**src/rtl/clk_div_multi_if.sv**
```systemverilog
// Bundle of control and status signals between a controller and the
// multi-channel clock divider.
interface clk_div_multi_if #(
  parameter int N_CH  = 4,
  parameter int DIV_W = 16
);
  // No handshake: en and mode are levels. load is a one-cycle strobe and is
  // accepted on every cycle it is high. Outputs are registered in the divider.
  logic [N_CH-1:0]       en;
  logic [N_CH-1:0]       mode;
  logic [N_CH*DIV_W-1:0] div_value;
  logic [N_CH-1:0]       load;
  logic [N_CH-1:0]       clk_out;
  logic [N_CH-1:0]       tick;
  logic [N_CH-1:0]       pending;
  logic [N_CH-1:0]       dbg_state;

  modport master (
    output en, mode, div_value, load,
    input  clk_out, tick, pending, dbg_state
  );

  modport slave (
    input  en, mode, div_value, load,
    output clk_out, tick, pending, dbg_state
  );
endinterface

```
**src/rtl/clk_div_multi.sv**
```systemverilog
// Multi-channel programmable clock divider. Divisor updates are shadowed and
// applied only at period boundaries or while a channel is stopped.
module clk_div_multi #(
  parameter int N_CH    = 4,
  parameter int DIV_W   = 16,
  parameter int RST_DIV = 0
) (
  input  logic            clk,
  input  logic            rst_n,
  clk_div_multi_if.slave  bus
);

  localparam logic [0:0]       ST_STOP = 1'b0;
  localparam logic [0:0]       ST_RUN  = 1'b1;
  localparam logic [DIV_W-1:0] RST_ACT = DIV_W'(RST_DIV);

  // A stored divisor of 1 cannot produce a clock, so it runs as 2.
  function automatic logic [DIV_W-1:0] eff_div(input logic [DIV_W-1:0] d);
    return (d == DIV_W'(1)) ? DIV_W'(2) : d;
  endfunction

  logic [N_CH-1:0] clk_v;
  logic [N_CH-1:0] tick_v;
  logic [N_CH-1:0] pend_v;
  logic [N_CH-1:0] state_v;

  for (genvar i = 0; i < N_CH; i++) begin : g_ch
    logic [DIV_W-1:0] cnt_q, cnt_nx;
    logic [DIV_W-1:0] act_q, act_nx;
    logic [DIV_W-1:0] pdiv_q, pdiv_nx;
    logic [DIV_W-1:0] eff_q, eff_nx;
    logic [DIV_W-1:0] dv;
    logic [0:0]       state_q, state_nx;
    logic             pend_q, pend_nx;
    logic             clk_q, clk_nx;
    logic             tick_q, tick_nx;
    logic             run_now;
    logic             last;
    logic             window;

    assign dv = bus.div_value[i*DIV_W +: DIV_W];

    // state_q says whether the cycle now on the outputs is a running cycle;
    // cnt_q is the position within the period of that same cycle.
    always_comb begin
      eff_q   = eff_div(act_q);
      run_now = bus.en[i] && (act_q != '0);
      last    = (state_q == ST_RUN) && (cnt_q == eff_q - DIV_W'(1));
      // Cycles where a new divisor may take over without creating a runt.
      window  = last || (state_q == ST_STOP) || !run_now;

      act_nx  = act_q;
      pdiv_nx = pdiv_q;
      pend_nx = pend_q;
      if (bus.load[i]) begin
        if (window) begin
          act_nx  = dv;
          pend_nx = 1'b0;
        end else begin
          pdiv_nx = dv;
          pend_nx = 1'b1;
        end
      end else if (pend_q && window) begin
        act_nx  = pdiv_q;
        pend_nx = 1'b0;
      end

      eff_nx   = eff_div(act_nx);
      state_nx = (bus.en[i] && (act_nx != '0)) ? ST_RUN : ST_STOP;

      if ((state_nx == ST_STOP) || window) begin
        cnt_nx = '0;
      end else begin
        cnt_nx = cnt_q + DIV_W'(1);
      end

      clk_nx  = 1'b0;
      tick_nx = 1'b0;
      if (state_nx == ST_RUN) begin
        tick_nx = (cnt_nx == '0);
        clk_nx  = bus.mode[i] ? (cnt_nx == '0) : (cnt_nx < (eff_nx >> 1));
      end
    end

    always_ff @(posedge clk or negedge rst_n) begin
      if (!rst_n) begin
        cnt_q   <= '0;
        act_q   <= RST_ACT;
        pdiv_q  <= '0;
        pend_q  <= 1'b0;
        state_q <= ST_STOP;
        clk_q   <= 1'b0;
        tick_q  <= 1'b0;
      end else begin
        cnt_q   <= cnt_nx;
        act_q   <= act_nx;
        pdiv_q  <= pdiv_nx;
        pend_q  <= pend_nx;
        state_q <= state_nx;
        clk_q   <= clk_nx;
        tick_q  <= tick_nx;
      end
    end

    assign clk_v[i]   = clk_q;
    assign tick_v[i]  = tick_q;
    assign pend_v[i]  = pend_q;
    assign state_v[i] = state_q[0];
  end

  assign bus.clk_out   = clk_v;
  assign bus.tick      = tick_v;
  assign bus.pending   = pend_v;
  assign bus.dbg_state = state_v;

endmodule

```
**src/flat_wrapper.sv**
```systemverilog
// flat-port wrapper written by rule: the top's interface ports become plain ports
module clk_div_multi_flat 
#(
  parameter int N_CH    = 4,
  parameter int DIV_W   = 16,
  parameter int RST_DIV = 0
)
  (clk, rst_n, bus_en, bus_mode, bus_div_value, bus_load, bus_clk_out, bus_tick, bus_pending, bus_dbg_state);
  clk_div_multi_if #(.N_CH(N_CH), .DIV_W(DIV_W)) bus_i ();
  input  logic clk;
  input  logic rst_n;
  input wire logic [$bits(bus_i.en)-1:0] bus_en;
  input wire logic [$bits(bus_i.mode)-1:0] bus_mode;
  input wire logic [$bits(bus_i.div_value)-1:0] bus_div_value;
  input wire logic [$bits(bus_i.load)-1:0] bus_load;
  output wire logic [$bits(bus_i.clk_out)-1:0] bus_clk_out;
  output wire logic [$bits(bus_i.tick)-1:0] bus_tick;
  output wire logic [$bits(bus_i.pending)-1:0] bus_pending;
  output wire logic [$bits(bus_i.dbg_state)-1:0] bus_dbg_state;
  assign bus_i.en = bus_en;
  assign bus_i.mode = bus_mode;
  assign bus_i.div_value = bus_div_value;
  assign bus_i.load = bus_load;
  assign bus_clk_out = bus_i.clk_out;
  assign bus_tick = bus_i.tick;
  assign bus_pending = bus_i.pending;
  assign bus_dbg_state = bus_i.dbg_state;
  clk_div_multi #(.N_CH(N_CH), .DIV_W(DIV_W), .RST_DIV(RST_DIV)) u_core (.clk(clk), .rst_n(rst_n), .bus(bus_i));
endmodule
```
**config.mk**
```make
export PLATFORM = sky130hd
export DESIGN_NAME = clk_div_multi_flat
export DESIGN_NICKNAME = d
export VERILOG_FILES = /design/src/rtl/clk_div_multi_if.sv /design/src/rtl/clk_div_multi.sv /design/src/flat_wrapper.sv
export SDC_FILE = /design/constraint.sdc
export NUM_CORES = 1
export LEC_CHECK = 0
export ABC_AREA = 1
export CAP_MARGIN = 25
export CORE_UTILIZATION = 40
export DETAILED_ROUTE_END_ITERATION = 8
export PLACE_DENSITY = 0.65
export SYNTH_ARGS = -nofsm -noshare
export SYNTH_HDL_FRONTEND = slang
export SYNTH_SLANG_ARGS = --single-unit
```
**constraint.sdc**
```tcl
create_clock -name clk -period 11.3 [get_ports clk]
set_input_delay 2.26 -clock clk [delete_from_list [all_inputs] [get_ports clk]]
set_output_delay 2.26 -clock clk [all_outputs]
set_load 0.01 [all_outputs]
```
After elaboration in Yosys (flattened, before gate mapping)
Cells that the tools add are included. Widths: inputs -> output; s select.

Register bits after elaboration: 208. Bits in latches: 0. Memory bits (writable): 0. Bits in read-only memories: 0. Input bits: 78. Output and inout bits: 16. Word-level logic and storage cells: 168. Memories kept: 0.

Add/sub/neg operators: 8. $mul: 0. Divide/modulo/power cells: 0. Order comparisons: 4. Equal/unequal tests: 12. Shifts and indexed selects: 0. Multiplexer cells: 52. Bitwise operators: 12. Reductions and logical operators: 52.

Operators with widths (number): $mux 16 (24); $eq 16x1->1 const B (8); $reduce_bool 16->1 (8); $add 16x1->16 const B (4); $eq 16x16->1 (4); $logic_not 16->1 (4); $lt 16x15->1 (4); $sub 16x1->16 const B (4); $mux 1 (28); $logic_and 1x1->1 (16); $logic_or 1x1->1 (12); $not 1->1 (12); $reduce_and 2->1 (4); $reduce_bool 2->1 (4); $logic_not 1->1 (4).

Logic depth before layout (Yosys ltp)
Gate-level depths: netlist of the first run.

Depth in word-level cells: 19. Mapped depth: 38. Mapped depth without buffers: 36.

Worst setup path after synthesis of the first run
No wires, ideal clock.

Path kind: input to register. Start point: input bus_en[2]. End point: register u_core.g_ch[2].clk_q. Library setup time: 73 ps. Arrival: 4681 ps. Setup slack: 6546 ps. Stages on the path: 25. Path through: nand2_1 a21oi_1 nand2_2 nand2_1 buf_2 nand2_1 nand3_1 nand2_2 nor2_1 nand2_1 nor2_1 nand2_1 nand2_2 nor2_2 buf_6 nand3_1 inv_1 ha_1 a21oi_1 nor2_1 a211oi_1 nand2_1 nand2_1 nand2_1 a21oi_2.

Word-level cells in the longest chain between the ends: 15. Elaborated cells on any way between the ends: 19. Those cells by class: order compare (1); eq/ne (1); mux (8); bitwise (1); reduce/logical (8).

RTL lines: start, declared (RTL line flat_wrapper.sv:12) `input wire logic [$bits(bus_i.en)-1:0] bus_en;`; $logic_and 1x1->1 (*) (RTL line clk_div_multi.sv:47) `run_now = bus.en[i] && (act_q != '0);`; $logic_not 1->1 (*) (RTL line clk_div_multi.sv:50) `window = last || (state_q == ST_STOP) || !run_now;`; $logic_or 1x1->1 (*) (RTL line clk_div_multi.sv:50); $logic_and 1x1->1 (RTL line clk_div_multi.sv:63) `end else if (pend_q && window) begin`; $mux 16 (RTL line clk_div_multi.sv:63); $mux 16 (*) (RTL line clk_div_multi.sv:55) `if (bus.load[i]) begin`; named net u_core.g_ch[2].act_nx[2] (RTL line clk_div_multi.sv:29) `logic [DIV_W-1:0] act_q, act_nx;`; $reduce_bool 16->1 (*) (RTL line clk_div_multi.sv:69) `state_nx = (bus.en[i] && (act_nx != '0)) ? ST_RUN : ST_STOP;`; [... 2 more ...]; $not 1->1 (*) (RTL line clk_div_multi.sv:71) `if ((state_nx == ST_STOP) || window) begin`; $logic_or 1x1->1 (*) (RTL line clk_div_multi.sv:71); $mux 16 (*) (RTL line clk_div_multi.sv:71); named net u_core.g_ch[2].cnt_nx[5] (RTL line clk_div_multi.sv:28) `logic [DIV_W-1:0] cnt_q, cnt_nx;`; $lt 16x15->1 / $logic_not 16->1 (equally long branches) (RTL line clk_div_multi.sv:81) `clk_nx = bus.mode[i] ? (cnt_nx == '0) : (cnt_nx < (eff_nx >> 1));`; $mux 1 (*) (RTL line clk_div_multi.sv:81); $mux 1 (*) (RTL line clk_div_multi.sv:79) `if (state_nx == ST_RUN) begin`; named net u_core.g_ch[2].clk_nx (RTL line clk_div_multi.sv:35) `logic clk_q, clk_nx;`; end signal, assigned (RTL line clk_div_multi.sv:100) `clk_q <= clk_nx;`; end, declared (RTL line clk_div_multi.sv:35).

The timed path passes the listed nets; every way through them passes the cells marked *. A chain may end at the register's enable or synchronous reset.

Worst setup path in the final report of the first run
Ends and elaborated chain as after synthesis.

==> flow_metrics.env, run 1 <==
export IMPL_outcome="complete, no violations"
export IMPL_clock_path_buffers=3
export IMPL_clock_sinks=208
export IMPL_power_density_nw_per_um2=123.8
export IMPL_cts_made_buffers=26
export IMPL_syn_inst=2212
export IMPL_grt_max_degree=93
export IMPL_start_util=0.4101
export IMPL_grt_total_usage=0.2029
export IMPL_synth_distinct_cells=50
export IMPL_p_leak_nw=9.106
export IMPL_globalplace_congestion=0.9447
export IMPL_tns_ps=0
export IMPL_finalInstanceArea_um2=17090
export IMPL_area_delta_synth_final_pct=12.75
export IMPL_finalCriticalPeriod_ps=6081
export IMPL_synthTopCellsByArea="dfrtp_1, nand2_1, inv_1, nand3_1, nor2_1"
export IMPL_slowest_delay_ps=580
export IMPL_grt_pass1_wl_mm=64.29
export IMPL_synth_seq_cells=208
export IMPL_cts_setup_buffers=0
export IMPL_ys_async_sr_fraction=1.000
export IMPL_critPathSlowestCell="nand2_2"
export IMPL_fillers=3771
export IMPL_setup_viol=0
export IMPL_antenna_found_initial=4
export IMPL_die_x_um=196.7
export IMPL_hold_buffers=0
export IMPL_synth_top_cell_by_area="dfrtp_1"
export IMPL_relSlewSlack=0.3649
export IMPL_hold_path_class="reg2reg"
export IMPL_crit_required_ps=11770
export IMPL_cts_clk_slew_worst_paths_ps=50
export IMPL_wirelength_mm=38.16
export IMPL_cts_tree="done"
export IMPL_synth_avg_cell_area_um2=6.853
export IMPL_cts_htree_levels=1
export IMPL_worstMarginPinSlew_ps=950.4
export IMPL_cp_start_kind="input pin"
export IMPL_path_cells="clkdlybuf4s50_1 > nand2_1 > a21oi_1 > nand2_2 > nand2_1 > nand2_1 > nand3_1 > nand2_1 > nor2_1 > nand2_1 > nor2_2 > nand2_1 > nand2_2 > nor2_2 > nand3_1 > inv_1 > ha_1 > a21oi_1 > nor2_1 > a211oi_1 > nand2_1 > nand2_1 > nand2_1 > a21oi_2"
export IMPL_dp_hpwl_mm=29.35
export IMPL_num_rows=70
export IMPL_yosys_warnings=0
export IMPL_io_buffers=93
export IMPL_grt_overflow=0
export IMPL_dr_pass1_iters=5
export IMPL_vias_per_cell=4.871
export IMPL_clk_latency_ps=540
export IMPL_crit_top_cell="nand2_1"
export IMPL_num_vias=13560
export IMPL_die_area_um2=38680
export IMPL_die_h_um=196.7
export IMPL_crit_fanout=49
export IMPL_clock_fmax_mhz=164.4
export IMPL_nNetsFinal=2410
export IMPL_synth_top_area_frac=0.3434
export IMPL_reg2reg_setup_slack_ps=5820
export IMPL_drv_slew=0
export IMPL_cts_root_buf="clkbuf_16"
export IMPL_placed_area_um2=16230
export IMPL_crit_type="in2reg"
export IMPL_drive_gt1_frac=0.05529
export IMPL_hold_violations=0
export IMPL_ys_seq_area_frac=0.3434
export IMPL_cts_resized=0
export IMPL_grt_pass1_vias=13310
export IMPL_synth_cell_area_um2=15160
export IMPL_arrival_ps=6550
export IMPL_synth_main_ff_cell="dfrtp_1"
export IMPL_end_kind="flip-flop"
export IMPL_grt_setup_unrepaired="false"
export IMPL_drtIter0Drc=675
export IMPL_ant_nets=0
export IMPL_remaining_drc_errors=0
export IMPL_pin_count=94
export IMPL_fp_coreArea_um2=36960
export IMPL_wl_per_cell_um=13.71
export IMPL_synth_edff_count=0
export IMPL_fin_crit_sh=0.5382
export IMPL_syn_nets=2358
export IMPL_final_util=0.4624
export IMPL_ir_drop_v=0.0001172
export IMPL_drv_cap=0
export IMPL_skew_ps=8.349
-- Yosys cell counts, types with 13 or more instances --
| library cell | count |
|---|---|
| clkbuf_1 | 18 |
| o21ai_0 | 65 |
| xor2_1 | 63 |
| a21oi_1 | 83 |
| buf_6 | 13 |
| ha_1 | 68 |
| nand2_2 | 19 |
| buf_4 | 22 |
| dfrtp_1 | 208 |
| nand3_1 | 233 |
| nand2_1 | 581 |
| xnor2_1 | 26 |
| nor3_1 | 17 |
| nor2_1 | 264 |
| nand4_1 | 36 |
| inv_1 | 354 |
| nor2_2 | 29 |
-- layout by cell type, fill, tap and decap left out, drive strengths merged, types with 5 or more instances in the layout --
master	synthesis	layout
nor2	300	300
ha	68	68
xnor2	26	26
nor3	19	19
nand2	610	610
nand3b	9	9
buf	55	6
dfrtp	208	208
inv	362	362
xor2	63	63
nand3	240	240
or2	5	5
clkbuf	19	42
a31oi	5	5
o21ai	75	75
clkdlybuf4s50	0	92
a21oi	86	86
nand4	36	36
-- layer usage --
layer  track usage  vias up  part of all wire
met5             0        -           0.00097
met2        0.3459      245              0.47
met3       0.03046       60             0.042
met4       0.04996        6             0.024
met1        0.2691     6272              0.47
li1              -     6977                 -
-- flip-flops by register name (all words and copies together), names as in the netlist --
signal,cells
u_core.g_ch.state_q,4
u_core.g_ch.tick_q,4
u_core.g_ch.clk_q,4
u_core.g_ch.act_q,64
u_core.g_ch.pend_q,4
u_core.g_ch.cnt_q,64
u_core.g_ch.pdiv_q,64
-- cells by family (layout without fill, tap and decap cells) --
logic type,count (synthesis),in the layout,synth area share
AO/OA/AOI/OAI,180,180,0.06306
XOR/XNOR,93,93,0.05737
adder cells (fa/ha/maj),68,68,0.05613
buffers and inverters,438,505,0.1243
flip-flops,208,208,0.3434
other,0,1,0
AND/OR/NAND/NOR,1225,1225,0.3558
-- worst paths after layout --
| kind | to | start | cells past startpoint |
|---|---|---|---|
| worst max-delay path | u_core.g_ch[2].clk_q | bus_en[2] | 24 |
| worst min-delay path | u_core.g_ch[0].pdiv_q[0] | u_core.g_ch[0].pdiv_q[0] | 2 |
| worst max register to register | u_core.g_ch[2].clk_q | u_core.g_ch[2].act_q[1] | 32 |
| worst min register to register | u_core.g_ch[0].pdiv_q[0] | u_core.g_ch[0].pdiv_q[0] | 2 |
| max in group asynchronous | u_core.g_ch[2].act_q[15] | rst_n | 3 |
| min in group asynchronous | u_core.g_ch[1].pdiv_q[2] | rst_n | 1 |
-- worst max-delay path: cells and delay by family --
kind | cells | cell delay (ps)
buffers and inverters | 2 | 620
AOI/OAI and AO/OA | 4 | 470
and+or+nand+nor | 17 | 2930
adders and majority gates | 1 | 250
-- stage by stage --
stage	total power, mW	worst slack [ps]	hold WS (ps)	instances
5_1_grt	2.249	4704	524.3	2784
4_1_cts	2.138	5290	486.8	2780
6_report	2.115	5219	484.0	2784
3_5_place_dp	1.347	4746	472.8	2737
2_1_floorplan	1.209	6546	444.4	2212
3_3_place_gp	1.334	4963	464.0	2737
-- power by group --
group	total, mW	internal, mW	switching (mW)	leakage [nW]
logic	0.471	0.173	0.298	6.17
registers	0.865	0.814	0.0515	2.56
clock network	0.779	0.459	0.319	0.378
-- final cells by class --
cell class              instances  area (um2)  share of cell area
clock buffers                  42       772.0             0.04517
flip-flops and latches        208        5205              0.3045
inverters                     364        1374             0.08038
clock inverters                 1       5.005           0.0002928
diodes                          1       2.502           0.0001464
repair buffers                 98        1033             0.06047
multi-input cells            1566        8069              0.4721
well taps                     504       630.6             0.03690
(Power assumes the default switching activity.)
==> inputs of run 2 (changes only) <==
clock period = 5.7 ns   (was 11.3 ns; I/O delays follow)
==> run 2 against run 1 <==
- via count fell by 0.34%
- global-route usage fell by 0.28 points
- utilization rose by 0.44 points
- worst setup slack got worse by 4600 ps
- critical path depth rose by 8
- non-clock buffer count rose by 4
- combinational power rose by 98%
- sequential cell count did not move
- worst hold slack improved by 0.62 ps
- clock power rose by 130%
- largest cell class unchanged
- highest routed layer is now met4
==> flow_metrics.env, run 2 (synthesis gave the netlist of run 1 again) <==
export IMPL_grt_total_usage=0.2000
export IMPL_wl_met2_mm=17.86
export IMPL_wirelength_mm=38.22
export IMPL_clock_sinks=208
export IMPL_drive_gt1_frac=0.06214
export IMPL_die_x_um=196.7
export IMPL_setup_viol=0
export IMPL_end_kind="flip-flop"
export IMPL_arrival_ps=5530
export IMPL_nNetsFinal=2415
export IMPL_cts_setup_buffers=0
export IMPL_power_density_nw_per_um2=255.7
export IMPL_vias_per_cell=4.845
export IMPL_outcome="complete, no violations"
export IMPL_die_h_um=196.7
export IMPL_grt_overflow=0
export IMPL_cp_start_kind="flip-flop"
export IMPL_antenna_found_initial=0
export IMPL_io_buffers=93
export IMPL_placed_area_um2=16280
export IMPL_register_area_um2=5205
export IMPL_multi_input_area_um2=8071
export IMPL_crit_type="reg2reg"
export IMPL_antennaDiodeCount=0
export IMPL_grt_max_degree=110
export IMPL_clock_path_buffers=3
export IMPL_area_delta_synth_final_pct=13.83
export IMPL_wl_per_cell_um=13.70
export IMPL_cts_root_buf="clkbuf_16"
export IMPL_grt_setup_unrepaired="false"
export IMPL_worstMarginPinSlew_ps=993.7
export IMPL_dr_pass1_iters=5
export IMPL_globalplace_congestion=0.9323
export IMPL_hold_buffers=0
export IMPL_critPathTopFamily="simple AND/OR/NAND/NOR gates"
export IMPL_cts_htree_levels=1
export IMPL_fillers=3829
export IMPL_cts_made_buffers=27
export IMPL_dp_hpwl_mm=29.50
export IMPL_ir_drop_v=0.0002382
export IMPL_drv_cap=0
export IMPL_power_mw=4.412
export IMPL_num_vias=13510
export IMPL_cts_tree="done"
export IMPL_top_regs="u_core.g_ch.act_q: 64 flops, u_core.g_ch.cnt_q: 64 flops, u_core.g_ch.pdiv_q: 64 flops"
export IMPL_tns_ps=0
export IMPL_num_rows=70
export IMPL_met1_length_mm=18.18
export IMPL_clk_latency_ps=550
export IMPL_top_layer="met4"
export IMPL_fin_crit_sh=0.8864
export IMPL_skew_ps=6.246
export IMPL_fp_coreArea_um2=36960
export IMPL_critPathSlowestCell="nor2_2"
export IMPL_finalInstanceArea_um2=17250
export IMPL_cts_clk_slew_worst_paths_ps=60
export IMPL_relSlewSlack=0.3359
export IMPL_slowest_delay_ps=470
export IMPL_p_leak_nw=9.201
export IMPL_drtIter0Drc=825
export IMPL_start_util=0.4101
export IMPL_clock_fmax_mhz=197.9
export IMPL_drv_slew=0
export IMPL_hold_violations=0
export IMPL_finalCriticalPeriod_ps=5052
export IMPL_hold_path_class="reg2reg"
export IMPL_wl_met3_mm=1.353
export IMPL_crit_required_ps=6170
export IMPL_pin_count=94
export IMPL_remaining_drc_errors=0
export IMPL_cts_resized=0
export IMPL_die_area_um2=38680
export IMPL_grt_pass1_wl_mm=63.60
export IMPL_ant_nets=0
export IMPL_grt_pass1_vias=13160
export IMPL_crit_fanout=25
export IMPL_final_common_cell="nand2_1"
export IMPL_crit_top_cell="nand2_1"
export IMPL_final_cell_mix="nand2_1, inv_1, nor2_1"
export IMPL_cp_buffers_inverters=2
-- run 2: path summary, 6_finish.rpt --
path / start / to / slack, ps / depth (start not counted)
max: u_core.g_ch[2].act_q[0] / u_core.g_ch[2].clk_q / 650 / 32
min: u_core.g_ch[1].pdiv_q[0] / u_core.g_ch[1].pdiv_q[0] / 480 / 2
max reg2reg: u_core.g_ch[2].act_q[0] / u_core.g_ch[2].clk_q / 650 / 32
min reg2reg: u_core.g_ch[1].pdiv_q[0] / u_core.g_ch[1].pdiv_q[0] / 480 / 2
max in group asynchronous: rst_n / u_core.g_ch[2].pdiv_q[14] / 3990 / 2
min in group asynchronous: rst_n / u_core.g_ch[1].pdiv_q[1] / 610 / 1
-- run 2: final cells by class --
type                       instances  share of cell area
inverter                         364             0.07962
clock inverter                     7            0.006381
sequential                       208              0.3017
timing repair buffer             102             0.06120
multi-input combinational       1566              0.4678
tap                              504             0.03655
clock buffer                      38             0.04677
-- run 2: where the power goes --
part           switching [mW]  internal [mW]  leakage, nW
registers               0.104           1.61         2.56
logic                   0.588          0.346         6.18
clock network           0.656           1.10        0.458
total                    1.35           3.06         9.20
-- run 2: worst min-delay path, cell delays in order (launching register included) --
cell     delay (ps)
dfrtp_1         340
nand2_1          50
o21ai_0          60
-- run 2: metrics by stage --
stage,hold slack [ps],utilization,setup slack (ps),cells
3_3_place_gp,467.0,0.4405,463.8,2742
5_1_grt,517.4,0.4668,48.56,2789
2_1_floorplan,444.4,-,1982,2212
6_report,484.7,0.4668,647.7,2789
4_1_cts,485.4,0.4653,477.3,2787
3_5_place_dp,471.6,0.4405,423.7,2742
-- run 2: metal layers --
metal,up-vias,track usage
met4,0,0.04996
met1,6227,0.2686
met5,-,0
met3,50,0.02293
met2,246,0.3424
li1,6991,-
==> inputs of run 3 (changes only) <==
ABC_AREA = default   (was 1)
CORE_ASPECT_RATIO = 1.25   (was default)
PLACE_DENSITY = 0.66   (was 0.65)
REMOVE_ABC_BUFFERS = 1   (was default)
==> run 3 against run 2 <==
- first-iteration DRC count fell by 17%
- worst hold slack improved by 13 ps
- combinational power down 2.6%
- count of clock-buffer cells in the layout fell by 7
- clock power fell by 19%
- global-route usage up 1.5 points
- synthesized area decreased by 5.9%
- critical path type unchanged
- critical endpoint is now u_core.g_ch[1].clk_q
- largest cell class unchanged
==> flow_metrics.env, run 3 <==
export IMPL_synthAdderAreaFrac=0.05966
export IMPL_die_area_um2=36410
export IMPL_clkPwrFrac=0.340
export IMPL_die_h_um=213.1
export IMPL_clock_fmax_mhz=181.3
export IMPL_cts_root_buf="clkbuf_16"
export IMPL_synthSimpleGateAreaFrac=0.2094
export IMPL_reg2reg_depth=23
export IMPL_synth_distinct_cells=90
export IMPL_synth_seq_cells=208
export IMPL_antennaDiodeCount=0
export IMPL_reg2reg_to="u_core.g_ch[1].clk_q"
export IMPL_synth_top_cell_by_area="dfrtp_1"
export IMPL_num_rows=76
export IMPL_grt_total_usage=0.2149
export IMPL_synth_most_common_cell="dfrtp_1"
export IMPL_drtIter0Drc=685
export IMPL_dr_pass1_iters=5
export IMPL_switching_share=0.3008
export IMPL_grt_max_degree=129
export IMPL_end_kind="flip-flop"
export IMPL_cts_made_buffers=23
export IMPL_ys_async_sr_fraction=1.000
export IMPL_hold_depth=2
export IMPL_setup_viol=0
export IMPL_num_vias=12170
export IMPL_synth_compound_area_frac=0.1727
export IMPL_synth_avg_cell_area_um2=9.112
export IMPL_skew_ps=12.04
export IMPL_tns_ps=0
export IMPL_r2r_start="u_core.g_ch[1].act_q[1]"
export IMPL_synth_mux_area_frac=0.05317
export IMPL_dp_hpwl_mm=29.64
export IMPL_drv_slew=0
export IMPL_ant_nets=0
export IMPL_grt_pass1_vias=12270
export IMPL_io_buffers=93
export IMPL_cp_start_kind="flip-flop"
export IMPL_drive_gt1_frac=0.1276
export IMPL_crit_required_ps=6160
export IMPL_final_common_cell="dfrtp_1"
export IMPL_synth_cell_area_um2=14260
export IMPL_grt_overflow=0
export IMPL_crit_type="reg2reg"
export IMPL_cts_clk_slew_worst_paths_ps=60
export IMPL_hold_path_class="reg2reg"
export IMPL_reg2reg_setup_slack_ps=190
export IMPL_switching_power_mw=1.251
export IMPL_worstMarginPinSlew_ps=989.4
export IMPL_yosys_warnings=0
export IMPL_cts_htree_levels=1
export IMPL_clock_path_buffers=3
export IMPL_relSlewSlack=0.3404
export IMPL_wirelength_mm=38.51
export IMPL_hold_end="u_core.g_ch[3].pdiv_q[11]"
export IMPL_ys_seq_area_frac=0.3650
export IMPL_synthTopCellsByCount="dfrtp_1, nor2_1, nand2_1"
export IMPL_synth_edff_count=0
export IMPL_final_cell_mix="dfrtp_1, nor2_1, nand2_1, clkdlybuf4s50_1, inv_1"
export IMPL_seqPwrFrac=0.441
export IMPL_synth_top_family_by_area="simple AND/OR/NAND/NOR gates"
export IMPL_cts_tree="done"
export IMPL_syn_inst=1565
export IMPL_synthTopCellsByArea="dfrtp_1, ha_1, mux2_2, xnor2_1, nor2_1"
export IMPL_die_x_um=170.9
export IMPL_wl_per_cell_um=18.09
export IMPL_drv_cap=0
export IMPL_area_delta_synth_final_pct=16.56
export IMPL_internal_power_mw=2.907
export IMPL_globalplace_congestion=0.9409
export IMPL_arrival_ps=5970
export IMPL_pin_count=94
export IMPL_clk_latency_ps=530
export IMPL_ir_drop_v=0.0002378
export IMPL_synth_main_ff_cell="dfrtp_1"
export IMPL_grt_pass1_wl_mm=63.02
export IMPL_p_leak_nw=7.035
export IMPL_synth_xor_area_share=0.08353
export IMPL_pwr_share_comb=0.218
export IMPL_holdWs_ps=498.1
export IMPL_crit_fanout=5
export IMPL_power_density_nw_per_um2=250.2
export IMPL_hold_violations=0
export IMPL_outcome="complete, no violations"
export IMPL_nNetsFinal=1798
export IMPL_start_util=0.4097
export IMPL_top_regs="u_core.g_ch.act_q: 64 flops, u_core.g_ch.cnt_q: 64 flops, u_core.g_ch.pdiv_q: 64 flops"
export IMPL_synth_top_area_frac=0.3650
export IMPL_finalCriticalPeriod_ps=5515
export IMPL_clock_sinks=208
export IMPL_hp_start="u_core.g_ch[3].pdiv_q[11]"
export IMPL_fin_crit_sh=0.9675
export IMPL_fillers=3378
export IMPL_fp_coreArea_um2=34800
export IMPL_vias_per_cell=5.717
export IMPL_remaining_drc_errors=0
export IMPL_antenna_found_initial=0
-- run 3: cell count changes in the layout (fill, tap and decap cells not counted), sizes merged, moves of 59 or more --
| cell | before | now |
|---|---|---|
| nand3 | 240 | 54 |
| nand2 | 610 | 92 |
| buf | 10 | 69 |
| mux2 | 0 | 62 |
| nor2 | 300 | 135 |
| inv | 362 | 86 |
-- run 3: stage by stage --
stage          std cells  power, mW  worst slack [ps]    util  cell area [um2]
2_1_floorplan       1465      2.364            -646.5       -            13780
3_3_place_gp        2091      2.731            -35.49  0.4541            15800
3_5_place_dp        2091      2.753            -220.3  0.4541            15800
4_1_cts             2125      4.202             18.38  0.4742            16500
5_1_grt             2129      4.374            -24.93  0.4776            16620
6_report            2129      4.158             185.3  0.4776            16620
-- run 3: logic make-up (layout without fill, tap and decap cells) --
| logic type | after synthesis | count (layout) |
|---|---|---|
| AND/OR/NAND/NOR | 555 | 555 |
| AO/OA/AOI/OAI | 343 | 343 |
| flip-flops | 208 | 208 |
| buffers and inverters | 187 | 283 |
| XOR/XNOR | 136 | 136 |
| adder cells (fa/ha/maj) | 68 | 68 |
| multiplexers | 68 | 68 |
-- run 3: how the worst max path moves through the flow --
stage	start	endpoint
CTS	u_core.g_ch[1].act_q[1]	u_core.g_ch[1].clk_q
global placement	bus_load[1]	u_core.g_ch[1].clk_q
detailed placement	u_core.g_ch[1].act_q[1]	u_core.g_ch[1].clk_q
finish	u_core.g_ch[1].act_q[1]	u_core.g_ch[1].clk_q
floorplan	u_core.g_ch[1].act_q[0]	u_core.g_ch[1].clk_q
global route	u_core.g_ch[1].act_q[1]	u_core.g_ch[1].clk_q
-- run 3: worst max-delay path, stage by stage, from the launching register on --
cell and delay [ps]:
dfrtp_1 370, inv_1 80, ha_1 150, or4b_4 460, or2_4 260, or3_4 360, a2111oi_4 370, and3_4 270
o22ai_4 90, a2111oi_4 370, and4_4 340, buf_4 120, nor3_2 40, ha_1 210, a21o_1 180, a21o_1 170
a21o_1 170, a21o_1 160, a21o_1 210, a2111oi_4 360, o31ai_2 150, a221oi_2 200, and3_1 190, o211a_1 160
-- run 3: layer usage --
layer / share of wire / wire length, um / global-route usage
met5: 0 / 0 / 0
met4: 0.034 / 1328 / 0.08682
met1: 0.42 / 16060 / 0.2623
met2: 0.51 / 19530 / 0.3823
met3: 0.041 / 1594 / 0.02539
-- run 3: cell type report --
class,instances,area [um2],share of cell area
Multi-Input combinational cell,1170,8351,0.5024
Sequential cell,208,5205,0.3132
Timing Repair Buffer,162,1468,0.08830
Clock buffer,31,645.6,0.03884
Tap cell,468,585.6,0.03523
Inverter,87,326.6,0.01965
Clock inverter,3,40.04,0.002409
-- run 3: power by group through the flow --
stage / registers [mW] / logic [mW] / clock network, mW
CTS: 1.83 / 0.905 / 1.47
global placement: 1.85 / 0.883 / 0
finish: 1.83 / 0.909 / 1.42
detailed placement: 1.85 / 0.899 / 0
global route: 1.86 / 1.00 / 1.51
floorplan: 1.81 / 0.552 / 0
-- run 3: timing repair --
item,in CTS,in global routing
setup endpoints to repair,1,3
buffers inserted,0,3
pin swaps,0,6
hold buffers,0,0
cloned,0,0
resized for setup,5,18
